### src/rtl/note_gen_param.sv
// Square-wave note generator: 12 chromatic notes over 8 octaves, glitch-free
// note changes at half-period boundaries and a clean drain on stop.
module note_gen_param #(
  parameter int unsigned CLK_HZ = 50_000_000,
  parameter int unsigned CNT_W  = 25
) (
  input  logic             clk,
  input  logic             reset,
  input  logic             enable,
  input  logic             note_we,
  input  logic [3:0]       note_sel,
  input  logic [2:0]       octave,
  output logic             tone_out,
  output logic             active,
  output logic             tick,
  output logic [CNT_W-1:0] half_per
);

  localparam int unsigned NOTES = 12;

  typedef enum logic [1:0] {IDLE, RUN, DRAIN} state_t;

  // Octave-4 half-periods in clk cycles, C..B
  localparam logic [CNT_W-1:0] H_BASE [NOTES] = '{
    CNT_W'(CLK_HZ / (2 * 262)), CNT_W'(CLK_HZ / (2 * 277)),
    CNT_W'(CLK_HZ / (2 * 294)), CNT_W'(CLK_HZ / (2 * 311)),
    CNT_W'(CLK_HZ / (2 * 330)), CNT_W'(CLK_HZ / (2 * 349)),
    CNT_W'(CLK_HZ / (2 * 370)), CNT_W'(CLK_HZ / (2 * 392)),
    CNT_W'(CLK_HZ / (2 * 415)), CNT_W'(CLK_HZ / (2 * 440)),
    CNT_W'(CLK_HZ / (2 * 466)), CNT_W'(CLK_HZ / (2 * 494))
  };

  function automatic logic [CNT_W-1:0] half_for(input logic [3:0] n, input logic [2:0] o);
    logic [CNT_W-1:0] base;
    base = (n < 4'd12) ? H_BASE[n] : '0;
    if (o >= 3'd4) half_for = base >> (o - 3'd4);
    else           half_for = base << (3'd4 - o);
  endfunction

  state_t           state, state_n;
  logic [CNT_W-1:0] count, count_n;
  logic [CNT_W-1:0] half_n;
  logic             tone_n, tick_n;
  logic [3:0]       pend_note;
  logic [2:0]       pend_oct;
  logic [CNT_W-1:0] pend_half;
  logic             pend_rest;
  logic             boundary;

  assign pend_half = half_for(pend_note, pend_oct);
  assign pend_rest = (pend_note >= 4'd12);
  assign boundary  = (count == half_per - CNT_W'(1));

  // Pending note register; boundary reloads read the pre-write value
  always_ff @(posedge clk or posedge reset) begin
    if (reset) begin
      pend_note <= 4'd9;
      pend_oct  <= 3'd4;
    end else if (note_we) begin
      pend_note <= note_sel;
      pend_oct  <= octave;
    end
  end

  always_ff @(posedge clk or posedge reset) begin
    if (reset) begin
      state    <= IDLE;
      count    <= '0;
      tone_out <= 1'b0;
      tick     <= 1'b0;
      half_per <= '0;
      active   <= 1'b0;
    end else begin
      state    <= state_n;
      count    <= count_n;
      tone_out <= tone_n;
      tick     <= tick_n;
      half_per <= half_n;
      active   <= (state_n != IDLE);
    end
  end

  always_comb begin
    state_n = state;
    count_n = count;
    tone_n  = tone_out;
    tick_n  = 1'b0;
    half_n  = half_per;
    unique case (state)
      IDLE: begin
        count_n = '0;
        tone_n  = 1'b0;
        if (enable && !pend_rest) begin
          state_n = RUN;
          tone_n  = 1'b1;
          tick_n  = 1'b1;
          half_n  = pend_half;
        end
      end
      RUN: begin
        count_n = count + CNT_W'(1);
        if (!enable && !tone_out) begin
          state_n = IDLE;
          count_n = '0;
        end else if (boundary) begin
          count_n = '0;
          tone_n  = !tone_out;
          tick_n  = 1'b1;
          // A falling edge with stop or rest pending ends the tone here
          if (tone_out && (!enable || pend_rest)) state_n = IDLE;
          else if (!pend_rest)                    half_n  = pend_half;
        end else if (!enable) begin
          state_n = DRAIN;
        end
      end
      DRAIN: begin
        count_n = count + CNT_W'(1);
        if (boundary) begin
          count_n = '0;
          tone_n  = 1'b0;
          tick_n  = 1'b1;
          state_n = IDLE;
        end
      end
      default: state_n = IDLE;
    endcase
  end

endmodule

### config.mk
export PLATFORM = sky130hd
export DESIGN_NAME = note_gen_param
export DESIGN_NICKNAME = d
export VERILOG_FILES = /design/src/rtl/note_gen_param.sv
export SDC_FILE = /design/constraint.sdc
export NUM_CORES = 1
export LEC_CHECK = 0
export ABC_AREA = 1
export BUFFER_PORTS_ARGS = -buffer_cell sky130_fd_sc_hd__buf_2
export CAP_MARGIN = 20
export CORE_MARGIN = 5
export CORE_UTILIZATION = 67
export CTS_CLUSTER_DIAMETER = 80
export DETAILED_ROUTE_END_ITERATION = 8
export GPL_ROUTABILITY_DRIVEN = 1
export HOLD_SLACK_MARGIN = 0.15
export PLACE_DENSITY = 0.89
export SLEW_MARGIN = 20
export SYNTH_ARGS = -nofsm -noshare
export SYNTH_HDL_FRONTEND = slang
export SYNTH_SLANG_ARGS = --single-unit
### constraint.sdc
create_clock -name clk -period 4.8 [get_ports clk]
set_input_delay 0.48 -clock clk [delete_from_list [all_inputs] [get_ports clk]]
set_output_delay 0.48 -clock clk [all_outputs]
set_load 0.01 [all_outputs]
==> impl_results.rst <==
.. list-table::
   :header-rows: 1

   * - Metric
     - Value
   * - Number of nets in the finished design
     - 954
   * - Clock slew seen by the registers of the worst setup and hold paths
     - around 80 ps
   * - Worst-path cell chain
     - inv_1 -> ha_1 -> nand2_1 -> nor2_1 -> nand2_1 -> nor3_1 -> nand2_1 -> nand2_1 -> nand4_1 -> nor2_4 -> nand3_4 -> o21ai_4 -> nand2_2 -> nand2_1 -> o21ai_2
   * - Leakage Power
     - ~3 nW
   * - DRT Pass-1 Iters
     - 5
   * - Post-Place Worst Slack
     - roughly 1400 ps
   * - Num rows
     - 33
   * - Starting density of the core
     - 0.690
   * - Chip Width
     - 102 um
   * - Synthesized instance count
     - around 900
   * - Final Cell Area
     - about 6000 um^2
   * - Post-synthesis async set-or-reset flop share
     - 1.00
   * - Final Hold Violating Endpoints
     - 0
   * - Via count of the routed design
     - between 6k and 7k
   * - Max-slew violation count
     - 0
   * - Post-CTS setup-driven buffer insertion count
     - 0
   * - Insertion delay of the later-clocked pin in the worst-skew pair
     - about 350 ps
   * - Number of stages on the worst setup path
     - 15
   * - Die area
     - around 10,000 um^2
   * - Mean Syn Cell Area
     - 6.20 um^2
   * - Dominant register cell in the synthesized netlist
     - dfrtp_1
   * - Initial antenna violation count
     - 0
   * - Capturing element type of the critical path
     - flip-flop
   * - Violation count after the first detailed-routing iteration
     - ~430
   * - Gr ovfl total
     - 0
   * - CP max FO
     - 40
   * - First-pass GRT wire length
     - 26,900 um
   * - Total routing usage reported by global routing
     - 0.322
   * - Root buffer cell
     - clkbuf_8
   * - Antenna Diode Count
     - 0
   * - Fill cell instance count of the final layout
     - ~710
   * - Worst hold path class
     - in -> async
   * - Area growth, synth to finish
     - 6.33%
   * - Post-synthesis net count
     - 939
   * - Data required time at the worst endpoint
     - about 5000 ps
   * - Number of port buffers
     - 37
   * - Final worst setup slack
     - around 1200 ps
   * - Tightest hold margin
     - ~340 ps
   * - Outcome
     - finished, final reports clean
   * - Hold_buf cts
     - 0
   * - Die Ht
     - approximately 100 um
   * - Remaining DRCs
     - 0
   * - Capture point of the worst path
     - half_per[13]$_DFFE_PP0P_
   * - Detail Route Antenna Nets
     - 0
   * - Total Negative Setup Slacks
     - 0 ps
   * - Slew at the pin closest to its max-slew limit
     - about 830 ps
   * - Most used cell along the critical path
     - nand2_1
   * - Drt via density
     - between 6 and 7
   * - Terminus of the critical flop-to-flop path
     - half_per[13]$_DFFE_PP0P_
   * - Critical Path Max Stage Delay
     - 540 ps
   * - Number of setup violations in the final report
     - 0
   * - Start of the worst register-to-register path
     - half_per[0]$_DFFE_PP0P_
   * - Critical path buffers and inverters
     - 1
   * - Num CTS Buffers
     - 9
   * - Seq. cell area
     - around 1500 um^2
   * - Sequential fraction of the synthesis area
     - 0.270
   * - Total power divided by cell area
     - approximately 500 nW/um^2
   * - Number of cells traversed by the worst register-to-register path
     - 15
   * - Final critical-path share of the clock period
     - 0.743
   * - Vias in the first global route
     - 5,745
   * - Synth Cell Area
     - roughly 5700 um^2
   * - Gate family responsible for the most delay along the worst path
     - simple AND/OR/NAND/NOR gates
   * - Proportion of layout cells with a drive suffix above 1
     - 0.111
   * - Post-synth EDFFs
     - 0
   * - Clock net sink count
     - 61
   * - Nature of the critical path startpoint
     - flip-flop
   * - Flip-flop and latch count after synthesis
     - a little over 60
   * - Final Util
     - 0.734
   * - Placed wire-length estimate after detailed placement
     - roughly 13,000 um
   * - Critical path class
     - reg -> reg
   * - CP Data Arrival Time
     - 3770 ps
   * - Buffers from clock root to sink, at most
     - 2
   * - GP Congestion
     - 0.990
   * - Post-detailed-route wirelength per cell
     - between 15 and 20 um
   * - Post-layout min period
     - 3570 ps
   * - Ports
     - 39
   * - Worst setup skew after layout
     - ~16 ps
   * - Number of levels in the clock H-tree
     - 3
   * - Clock tree from TritonCTS
     - done
   * - Fmax
     - approximately 280 MHz
   * - Unrepaired setup endpoints after global routing
     - false
   * - Number of unique standard cell types used by synthesis
     - 47
   * - Worst rel slew slack
     - 0.447
   * - Warnings, synthesis
     - 0
   * - Sum of routed wire length over all layers
     - between 15,000 and 20,000 um
   * - Worst reg-to-reg setup slack
     - about 1200 ps
   * - Maximum number of pins on one net before global-route repair
     - 62
   * - Library cell contributing the largest single delay on the critical path
     - nand2_2
   * - CTS-repair resized insts
     - 0
   * - Max capacitance violation total
     - 0
   * - Standard cell area after detailed placement
     - 5830 um^2
   * - Multi-input gate area
     - 3590 um^2
   * - Max IR drop VDD
     - 0.225 mV
   * - Critical path launch point
     - half_per[0]$_DFFE_PP0P_
   * - Core Area
     - between 8000 and 9000 um^2
==> cell families after synthesis <==
family	Yosys count	share of synthesized area
buffers and inverters	136	0.0977
flip-flops	61	0.270
other	1	0.000661
AND/OR/NAND/NOR	535	0.411
AO/OA/AOI/OAI	149	0.162
adder cells (fa/ha/maj)	14	0.0309
XOR/XNOR	18	0.0278
==> Yosys cell counts (6+ instances only) <==
cell	number	area, um^2
nand2_1	303	1140
nand3_1	89	445
xnor2_1	6	52.6
inv_1	101	379
o21ai_0	64	320
nor3_1	7	35.0
buf_1	6	22.5
nor2_1	82	308
ha_1	14	175
dfrtp_1	58	1450
o211ai_1	6	45.0
o21ai_2	16	140
nand4_1	20	125
clkbuf_1	18	67.6
a21oi_1	24	120
o22ai_1	10	62.6
xor2_1	12	105
nor2_2	8	50.1
o31ai_1	6	45.0
==> worst min path at each step <==
stage / end / slack (ps) / cells after the start
floorplan: count[24]$_DFFE_PP0P_ / 510 / 2
global placement: half_per[0]$_DFFE_PP0P_ / 510 / 2
detailed placement: half_per[0]$_DFFE_PP0P_ / 510 / 2
CTS: pend_note[0]$_DFFE_PP1P_ / 330 / 3
global route: pend_note[1]$_DFFE_PP0P_ / 350 / 3
finish: count[17]$_DFFE_PP0P_ / 340 / 3
==> power by group <==
group | switching [W] | internal, W
clock network | 0.000214 | 0.000267
logic | 0.00116 | 0.000538
registers | 0.000179 | 0.000625
==> tightest hold or removal path, stage by stage <==
cell   delay [ps]
buf_2         100
inv_2          30
buf_4         590
==> flip-flops by register name (all words and copies together), names as in the netlist <==
name and count:
active 1, count 25, half_per 24, pend_note 4, pend_oct 3, state 2
tick 1, tone_out 1
==> stage by stage <==
| stage | power [W] | cells |
|---|---|---|
| 3_5_place_dp | 0.00247 | 1023 |
| 2_1_floorplan | 0.00209 | 914 |
| 3_3_place_gp | 0.00242 | 1023 |
| 6_report | 0.00298 | 1039 |
| 5_1_grt | 0.00321 | 1039 |
| 4_1_cts | 0.00295 | 1039 |
==> cells in the final DEF (no fill, tap or decap), types with 3 or more instances in the layout <==
master       n
nand2_1    303
inv_1      100
nand3_1     89
nor2_1      82
o21ai_0     64
dfrtp_1     58
buf_2       37
a21oi_1     24
nand4_1     20
o21ai_2     16
ha_1        14
xor2_1      12
clkbuf_8    11
o22ai_1     10
nor2_2       8
nor3_1       7
xnor2_1      6
o31ai_1      6
o211ai_1     6
nand2_2      5
a31oi_1      5
or2_2        5
nor2_4       5
o2111ai_1    4
dfstp_2      3
==> routing by layer <==
metal  vias up  share of wire  GRT usage
met4         0          0.032      0.116
met5         -              0          0
met3        49          0.068     0.0430
met1      2883           0.39      0.382
met2       300           0.51      0.593
li1       3006              -          -
==> final cells by class <==
type | instances | share of cell area
well taps | 105 | 0.0218
multi-input cells | 717 | 0.595
inverters | 101 | 0.0629
repair buffers | 39 | 0.0332
clock inverters | 4 | 0.00789
flip-flops and latches | 61 | 0.254
clock buffers | 12 | 0.0257
(Power assumes the default switching activity.)
